$ cat src/rtl/seg_pkg.sv
// Shared constants and frame payload for the seven-segment frame decoder.
package seg_pkg;

    localparam int unsigned SEG_W  = 7;
    localparam int unsigned NIB_W  = 4;
    localparam int unsigned DIGITS = 4;
    localparam int unsigned DATA_W = NIB_W * DIGITS;

    // All cathodes off (active-low).
    localparam logic [SEG_W-1:0] SEG_BLANK = 7'b1111111;

    // Hex digit to {g,f,e,d,c,b,a}, active-low.
    localparam logic [SEG_W-1:0] HEX_SEG [16] = '{
        7'b1000000,  // 0
        7'b1111001,  // 1
        7'b0100100,  // 2
        7'b0110000,  // 3
        7'b0011001,  // 4
        7'b0010010,  // 5
        7'b0000010,  // 6
        7'b1111000,  // 7
        7'b0000000,  // 8
        7'b0010000,  // 9
        7'b0001000,  // A
        7'b0000011,  // b
        7'b1000110,  // C
        7'b0100001,  // d
        7'b0000110,  // E
        7'b0001110   // F
    };

    // One displayable frame: four nibbles plus four decimal points, leftmost first.
    typedef struct packed {
        logic [DATA_W-1:0] data;
        logic [DIGITS-1:0] dp;
    } frame_t;

endpackage

$ cat src/rtl/hex_to_seg.sv
// Combinational hex nibble to active-low seven-segment pattern.
module hex_to_seg
    import seg_pkg::*;
(
    input  logic [NIB_W-1:0] hex,
    output logic [SEG_W-1:0] seg_c
);

    // Table lookup; the table lives in the package so the top can share constants.
    assign seg_c = HEX_SEG[hex];

endmodule

$ cat src/rtl/seg_frame_decoder.sv
// Four-digit seven-segment decoder with frame-synchronous display update.
// A new value is staged on load and only becomes visible at the next frame
// boundary (synced digit select wrapping 3 -> 0), so a frame never mixes
// old and new digits.
// Optional: define SEG_FRAME_DECODER_BLINK_EN to add per-digit blinking
// (blink_mask port plus a free-running counter); without it nothing blinks.
module seg_frame_decoder
    import seg_pkg::*;
#(
    parameter int unsigned BLANK_LZ  = 1,
    parameter int unsigned BLINK_DIV = 24
) (
    input  logic              clk,
    input  logic              rst,
    input  logic [1:0]        choice,
    input  logic              load,
    input  logic [15:0]       data_in,
    input  logic [3:0]        dp_in,
`ifdef SEG_FRAME_DECODER_BLINK_EN
    input  logic [3:0]        blink_mask,
`endif
    output logic [SEG_W-1:0]  seg,
    output logic              dp,
    output logic              pending
);

    logic [1:0]       choice_s1;
    logic [1:0]       choice_s2;
    logic [1:0]       choice_prev;
    logic [1:0]       bit_idx_c;
    logic             boundary_c;
    frame_t           in_frame_c;
    frame_t           stage_q;
    frame_t           display_q;
    frame_t           display_nxt_c;
    logic [NIB_W-1:0] nibble_c;
    logic             lz_c;
    logic             blank_c;
    logic             blink_c;
    logic             dp_bit_c;
    logic [SEG_W-1:0] hex_seg_c;

    assign in_frame_c = {data_in, dp_in};
    assign boundary_c = (choice_prev == 2'd3) && (choice_s2 == 2'd0);
    // Digit 0 is the leftmost, which sits at bit 3 of dp/blink vectors.
    assign bit_idx_c  = ~choice_s2;

    // Synchronisers, boundary history, stage/display registers and pending flag.
    always_ff @(posedge clk) begin
        if (rst) begin
            choice_s1   <= 2'd0;
            choice_s2   <= 2'd0;
            choice_prev <= 2'd0;
            stage_q     <= '0;
            display_q   <= '0;
            pending     <= 1'b0;
        end else begin
            choice_s1   <= choice;
            choice_s2   <= choice_s1;
            choice_prev <= choice_s2;
            display_q   <= display_nxt_c;
            if (load) begin
                stage_q <= in_frame_c;
            end
            if (boundary_c) begin
                pending <= 1'b0;
            end else if (load) begin
                pending <= 1'b1;
            end
        end
    end

    // Display contents as of this edge: a load on the boundary bypasses the stage.
    always_comb begin
        display_nxt_c = display_q;
        if (boundary_c) begin
            if (load) begin
                display_nxt_c = in_frame_c;
            end else if (pending) begin
                display_nxt_c = stage_q;
            end
        end
    end

    // Select the nibble for the active digit and flag leading zeros.
    always_comb begin
        nibble_c = display_nxt_c.data[3:0];
        lz_c     = 1'b0;
        case (choice_s2)
            2'd0: begin
                nibble_c = display_nxt_c.data[15:12];
                lz_c     = (display_nxt_c.data[15:12] == 4'd0);
            end
            2'd1: begin
                nibble_c = display_nxt_c.data[11:8];
                lz_c     = (display_nxt_c.data[15:8] == 8'd0);
            end
            2'd2: begin
                nibble_c = display_nxt_c.data[7:4];
                lz_c     = (display_nxt_c.data[15:4] == 12'd0);
            end
            default: begin
                nibble_c = display_nxt_c.data[3:0];
                lz_c     = 1'b0;
            end
        endcase
    end

    assign blank_c  = (BLANK_LZ != 0) && lz_c;
    assign dp_bit_c = display_nxt_c.dp[bit_idx_c];

`ifdef SEG_FRAME_DECODER_BLINK_EN
    logic [31:0] blink_cnt;

    // Free-running blink time base.
    always_ff @(posedge clk) begin
        if (rst) begin
            blink_cnt <= '0;
        end else begin
            blink_cnt <= blink_cnt + 32'd1;
        end
    end

    assign blink_c = blink_mask[bit_idx_c] & blink_cnt[5'(BLINK_DIV)];
`else
    // No counter in this build: the blink phase reads as permanently off.
    localparam logic [31:0] BLINK_CNT_IDLE = '0;
    assign blink_c = BLINK_CNT_IDLE[5'(BLINK_DIV)];
`endif

    hex_to_seg u_hex_to_seg (
        .hex   (nibble_c),
        .seg_c (hex_seg_c)
    );

    // Output register; blanking keeps dp, blinking hides the whole digit.
    always_ff @(posedge clk) begin
        if (rst) begin
            seg <= SEG_BLANK;
            dp  <= 1'b1;
        end else begin
            seg <= (blank_c || blink_c) ? SEG_BLANK : hex_seg_c;
            dp  <= blink_c ? 1'b1 : ~dp_bit_c;
        end
    end

endmodule

$ cat config.mk
export PLATFORM = sky130hd
export DESIGN_NAME = seg_frame_decoder
export DESIGN_NICKNAME = d
export VERILOG_FILES = /design/src/rtl/seg_pkg.sv /design/src/rtl/hex_to_seg.sv /design/src/rtl/seg_frame_decoder.sv
export SDC_FILE = /design/constraint.sdc
export NUM_CORES = 1
export LEC_CHECK = 0
export ABC_CLOCK_PERIOD_IN_PS = 6000
export BUFFER_PORTS_ARGS = -buffer_cell sky130_fd_sc_hd__buf_2
export CORE_MARGIN = 2
export CORE_UTILIZATION = 45
export CTS_CLUSTER_DIAMETER = 100
export DETAILED_ROUTE_END_ITERATION = 8
export SLEW_MARGIN = 20
export SYNTH_ARGS = -nofsm -noshare
export SYNTH_HDL_FRONTEND = slang
export SYNTH_HIERARCHICAL = 1
export SYNTH_SLANG_ARGS = --single-unit
$ cat constraint.sdc
create_clock -name clk -period 6 [get_ports clk]
set_input_delay 1.5 -clock clk [delete_from_list [all_inputs] [get_ports clk]]
set_output_delay 1.5 -clock clk [all_outputs]
set_load 0.02 [all_outputs]
# --- After elaboration in Yosys (flattened, before gate mapping) ---
# Memories as Yosys holds them, arrays and structs flattened. A register that Yosys moved wholly into a read port is not among the register bits.
# Cells that the tools add are included.
word_totals:
  mem_bits_ro: 112
  register_bits: 48
  output_inout_bits: 9
  mem_count: 1
classes:
  n_reduce_logical: 7
  bitwise: 3
  n_eq_ne: 3
  magnitude_cmp: 1
  muxes: 7
mem_list:
  columns: ["memory", "words", "width", "rd", "rd_ports_with_merged_regs", "write_ports", "line", "rtl"]
  rows:
  - ["(name not given)", 16, 7, 1, 1, 0, "hex_to_seg.sv:10", "assign seg_c = HEX_SEG[hex];"]
op_table:
  columns: ["op", "n"]
  rows:
  - ["20-bit 2-to-1 mux", 3]
  - ["12-bit zero test", 1]
  - ["4-bit case mux with 3 select lines", 1]
  - ["8-bit zero test", 1]
  - ["4-bit inverter with 5-bit output", 1]
  - ["2-bit equality test (second input constant)", 2]
  - ["4-bit zero test", 1]
  - ["2-bit OR reduction", 2]
  - ["2-bit by 3-bit less-than comparator with 1-bit output (second input constant)", 1]
  - ["1-bit case mux with 3 select lines", 1]
  - ["1-bit binary-select mux with 2-bit select", 1]
  - ["2-bit by 1-bit equality test with 1-bit output (second input constant)", 1]
  - ["2-bit zero test", 1]
  - ["2-bit inverter", 1]
  - ["1-bit logical AND", 1]
  - ["1-bit 2-to-1 mux", 1]
  - ["1-bit inverter", 1]

# --- Logic depth before layout (Yosys ltp) ---
depth:
  depth_word: 6
  mapped_depth: 15

# --- Cells and area by module ---
# The synthesis kept the hierarchy.
modules_own_cells:
  columns: ["mod", "cells_each", "seq_area_each_um2", "n_inst", "area_each_um2"]
  rows:
  - ["seg_frame_decoder", 249, 1101.1, 1, 2328.5]
  - ["hex_to_seg", 35, 0.0, 1, 247.7]

# --- Worst setup path after synthesis ---
# No wires, ideal clock.
synth_timing:
  path_kind: "input port to flip-flop"
  start: "in load"
  end: "reg seg[3]"
  path_buffers: 3
  slack_ns: 2.140
  arrival_time_ns: 3.740
  cell_stages: 13
  setup_ns: 0.120
  path_cell_list: "buf_2 > buf_2 > buf_2 > mux2i_1 > a211oi_1 > a211oi_1 > a21oi_1 > inv_1 > ha_1 > nand2_1 > a21oi_1 > a31oi_1 > or2_1"
synth_between:
  word_cells_on_any_way: 9
  classes_between: "4 x mux; 1 x bitwise; 4 x reduce/logical"
synth_rtl:
  columns: ["item", "line", "rtl"]
  rows:
  - ["start, declared", "seg_frame_decoder.sv:16", "input logic load,"]
  - ["20-bit 2-to-1 mux", "seg_frame_decoder.sv:77", "if (load) begin"]
  - ["20-bit 2-to-1 mux", "seg_frame_decoder.sv:76", "if (boundary_c) begin"]
  - ["4-bit case mux with 3 select lines", "seg_frame_decoder.sv:89", "case (choice_s2)"]
  - ["net nibble_c[0]", "seg_frame_decoder.sv:36", "logic [NIB_W-1:0] nibble_c;"]
  - ["4-bit inverter with 5-bit output (implied by the code)", "hex_to_seg.sv:10", null]
  - ["end, declared", "seg_frame_decoder.sv:22", "output logic [SEG_W-1:0] seg,"]
# The timed path passes the listed nets, and every way through them passes these cells.
# A chain may end at the register's enable or synchronous reset.

# --- Worst setup path in the final report ---
# Same ends and word-level chain as after synthesis.

==> parameters.txt <==
Parameter                              Value

Run status
  Status ... finished, final reports clean

Global route
  Number of global-route vias before repair ... 1,848
  Tot GR Track Use ... a little under a fifth
  Antenna violations before repair ... 0
  Largest net degree at the start of global routing ... 45
  Wire length of the first global-routing pass ... 9000 um
  Global-route congestion overflow total ... 0

Finish
  Share of final-layout standard cells stronger than drive strength 1 ... 17.3%
  Antenna diode count ... 0
  Utilization after layout ... roughly 51%
  Total number of nets in the final design ... ~340
  Count of non-filler cells in the finished layout ... about 380
  Area growth from synthesis to layout ... 9.86%

Timing
  Final Cycle Share ... 65.8%
  Unrepaired setup endpoints after global routing ... no
  Accumulated negative setup slack ... 0 ps
  Maximum clock rate ... 0.253 GHz
  Rel. slew slack ... between 40% and 50%
  Final number of hold-violating endpoints ... 0
  Max Slew Vio Count ... 0
  Number of setup violations in the final report ... 0
  Transition time of the tightest slew-check pin ... 804 ps
  Post-layout min period ... approximately 4000 ps
  Max Clock Skew ... ~4.3 ps

Clock tree
  CTS Hold Bufs ... 0
  Cells resized by post-CTS repair ... 0
  Clock slew at reported path FFs ... 90 ps
  Post CTS Setup Buffer Count ... 0
  Clock sink count ... between 50 and 60
  Longest Clk Path Bufs ... 2
  Insertion delay to the later sink of the worst-skew pair ... 310 ps
  Clock tree from TritonCTS ... done
  Count of H-tree levels built during CTS ... 2
  TritonCTS buffer count ... 5
  Cell at the root of the clock tree ... sky130_fd_sc_hd__clkbuf_8

Worst hold path
  Worst hold endpoint ... choice_s2[1]
  Worst Min Path Start ... choice_s1[1]
  Worst hold path class ... reg -> reg
  Worst hold path stage count ... 1

Synthesis
  FF+latch count, synth ... 55
  Share of flip-flops with an asynchronous set or reset after synthesis ... 0%
  Mapped Avg Cell Area ... 9.07 um2
  Cell count after synthesis ... about 280
  Seq/Total Area, Yosys ... 42.7%
  Synthesis warning total ... 6
  Number of library cell types mapped by synthesis ... between 40 and 50
  Number of flops mapped to enable cells by yosys ... 0
  Most common flop cell mapped by yosys ... sky130_fd_sc_hd__dfxtp_1
  Synthesized net count ... 316
  Netlist Area Pre-Place ... roughly 0.0026 mm2

Floorplan
  Core footprint ... 0.00551 mm2
  Width of the chip ... 79.7 um
  Die Footprint ... 0.00635 mm2
  Top Ports ... 34
  Vertical die dimension ... 79.7 um
  Row count ... 27
  Starting Density ... approximately 47%

Critical path
  Required time of the critical path ... 6200 ps
  Category of the most critical setup path ... in -> reg
  Arrival time at the worst endpoint ... approximately 4200 ps
  Worst r2r dst ... seg[3]
  CP Launch Type ... primary input
  Biggest fanout along the worst timing path ... 16
  Reg2reg start ... choice_s2[0]
  Endpoint kind of the worst setup timing path ... flip-flop
  Worst reg-to-reg setup slack ... 2190 ps
  Worst reg2reg path depth ... 12

Drt
  Vias per std cell ... 5.40
  Router iterations before antenna repair ... 4
  Drt wl/cell ... ~14 um
  Detailed-route DRC error count ... 0
  Count of nets left with antenna violations after detail routing ... 0
  Via count of the routed design ... 2,040
  Number of DRC markers in iteration 0 ... 114
  Final WL ... 5330 um

Power and ir drop
  Reg power frac ... 58.2%
  Comb power frac ... 8.6%
  Leakage power ... 1.12 nW
  Power density over the cells ... about 230 mW/mm2
  Clk network pwr share ... roughly a third
  Maximum resistive drop on vdd ... 0.134 mV
  Switching part of the total power ... 23.4%
  Internal power ... 0.000507 W
  Sw power ... between 0.00015 and 0.0002 W

Placed design
  Placed insts ... 370
  RD Place Congestion ... 0.818
  Total half-perimeter wirelength after legalization and detailed placement ... 3660 um
  # port buffers ... 33

Job
  MaxCap Viol Count ... 0
-- worst max-delay path by stage --
stage / from / end / cells past startpoint
after CTS: load / seg[3] / 13
after global routing: load / seg[3] / 13
after global placement: load / seg[3] / 13
final: load / seg[3] / 13
after detailed placement: load / seg[3] / 13
after floorplan: load / seg[3] / 13
-- layout by cell type (no fill, tap or decap), types with 4 or more instances in the layout --
master / n
sky130_fd_sc_hd__buf_2: 33
sky130_fd_sc_hd__a211oi_1: 5
sky130_fd_sc_hd__o22ai_1: 15
sky130_fd_sc_hd__mux2i_1: 23
sky130_fd_sc_hd__or2_1: 7
sky130_fd_sc_hd__a21oi_1: 11
sky130_fd_sc_hd__nor2_1: 39
sky130_fd_sc_hd__and2_1: 5
sky130_fd_sc_hd__o21ai_1: 5
sky130_fd_sc_hd__clkbuf_8: 7
sky130_fd_sc_hd__inv_1: 9
sky130_fd_sc_hd__nand2_1: 15
sky130_fd_sc_hd__nand3_1: 4
sky130_fd_sc_hd__dfxtp_1: 55
sky130_fd_sc_hd__nor2b_1: 7
sky130_fd_sc_hd__ha_1: 7
sky130_fd_sc_hd__nand4_1: 5
sky130_fd_sc_hd__o21ai_0: 5
-- metrics by stage --
stage / cell area (um2) / total power, W / setup WS, ps / hold WS (ps)
after global routing: 2830 / 0.000692 / 1740 / 463
after CTS: 2830 / 0.000671 / 2040 / 445
after detailed placement: 2730 / 0.000451 / 1720 / 423
after global placement: 2730 / 0.000451 / 1720 / 422
after floorplan: 2580 / 0.000433 / 2140 / 414
final: 2830 / 0.000662 / 2050 / 442
-- metal layers --
layer | global-route usage [%] | up-vias | routed length, um
met3 | 3.73 | 9 | 292
met5 | 0 | - | 0
met1 | 25.6 | 928 | 2640
li1 | - | 1049 | -
met2 | 27.6 | 54 | 2290
met4 | 6.90 | 0 | 105
-- cell type report --
cell class	count	area [um2]
fillers	532	2680
multi-input cells	199	1330
flip-flops and latches	55	1100
repair buffers	34	173
clock buffers	8	100
well taps	72	90.1
inverters	10	37.5
-- logic make-up (layout without fill, tap and decap cells) --
group	after synthesis	count (layout)	share of synthesized area, %
multiplexers	27	27	11.6
AO/OA/AOI/OAI	66	66	17.1
AND/OR/NAND/NOR	99	99	19.5
adder cells (fa/ha/maj)	7	7	3.40
flip-flops	55	55	42.7
buffers and inverters	30	52	5.68
-- Yosys cell counts (4+ instances only) --
| cell | number | area, um2 |
|---|---|---|
| sky130_fd_sc_hd__nand3_1 | 4 | 20.0 |
| sky130_fd_sc_hd__and2_1 | 5 | 31.3 |
| sky130_fd_sc_hd__inv_1 | 9 | 33.8 |
| sky130_fd_sc_hd__ha_1 | 7 | 87.6 |
| sky130_fd_sc_hd__o22ai_1 | 15 | 93.8 |
| sky130_fd_sc_hd__nor2_1 | 39 | 146 |
| sky130_fd_sc_hd__a211oi_1 | 5 | 37.5 |
| sky130_fd_sc_hd__o21ai_1 | 5 | 25.0 |
| sky130_fd_sc_hd__dfxtp_1 | 55 | 1100 |
| sky130_fd_sc_hd__nand2_1 | 15 | 56.3 |
| sky130_fd_sc_hd__o21ai_0 | 5 | 25.0 |
| sky130_fd_sc_hd__or2_1 | 7 | 43.8 |
| sky130_fd_sc_hd__mux2i_1 | 23 | 230 |
| sky130_fd_sc_hd__nand4_1 | 5 | 31.3 |
| sky130_fd_sc_hd__nor2b_1 | 7 | 43.8 |
| sky130_fd_sc_hd__buf_2 | 6 | 30.0 |
| sky130_fd_sc_hd__clkbuf_1 | 10 | 37.5 |
| sky130_fd_sc_hd__a21oi_1 | 11 | 55.1 |
-- state kept, by name (all words and copies together), names as in the netlist --
register     count
choice_prev      2
display_q       20
stage_q         20
choice_s2        2
seg              7
choice_s1        2
pending          1
dp               1
-- power groups by stage --
| stage | Combinational [W] | Clock (W) | Sequential, W |
|---|---|---|---|
| floorplan | 0.0000424 | 0 | 0.000390 |
| global placement | 0.0000572 | 0 | 0.000394 |
| detailed placement | 0.0000571 | 0 | 0.000394 |
| CTS | 0.0000572 | 0.000228 | 0.000386 |
| global route | 0.0000637 | 0.000241 | 0.000387 |
| finish | 0.0000568 | 0.000220 | 0.000386 |
-- critical path, stage by stage --
cell,delay (ps)
sky130_fd_sc_hd__buf_2,90
sky130_fd_sc_hd__nor2_1,100
sky130_fd_sc_hd__nor2_2,560
sky130_fd_sc_hd__nor2_1,110
sky130_fd_sc_hd__a211oi_1,270
sky130_fd_sc_hd__a211oi_1,80
sky130_fd_sc_hd__a21oi_1,430
sky130_fd_sc_hd__inv_1,190
sky130_fd_sc_hd__ha_1,320
sky130_fd_sc_hd__nand2_1,60
sky130_fd_sc_hd__a21oi_1,150
sky130_fd_sc_hd__a31oi_1,50
sky130_fd_sc_hd__or2_1,230
Power figures use the tool's default switching activity.
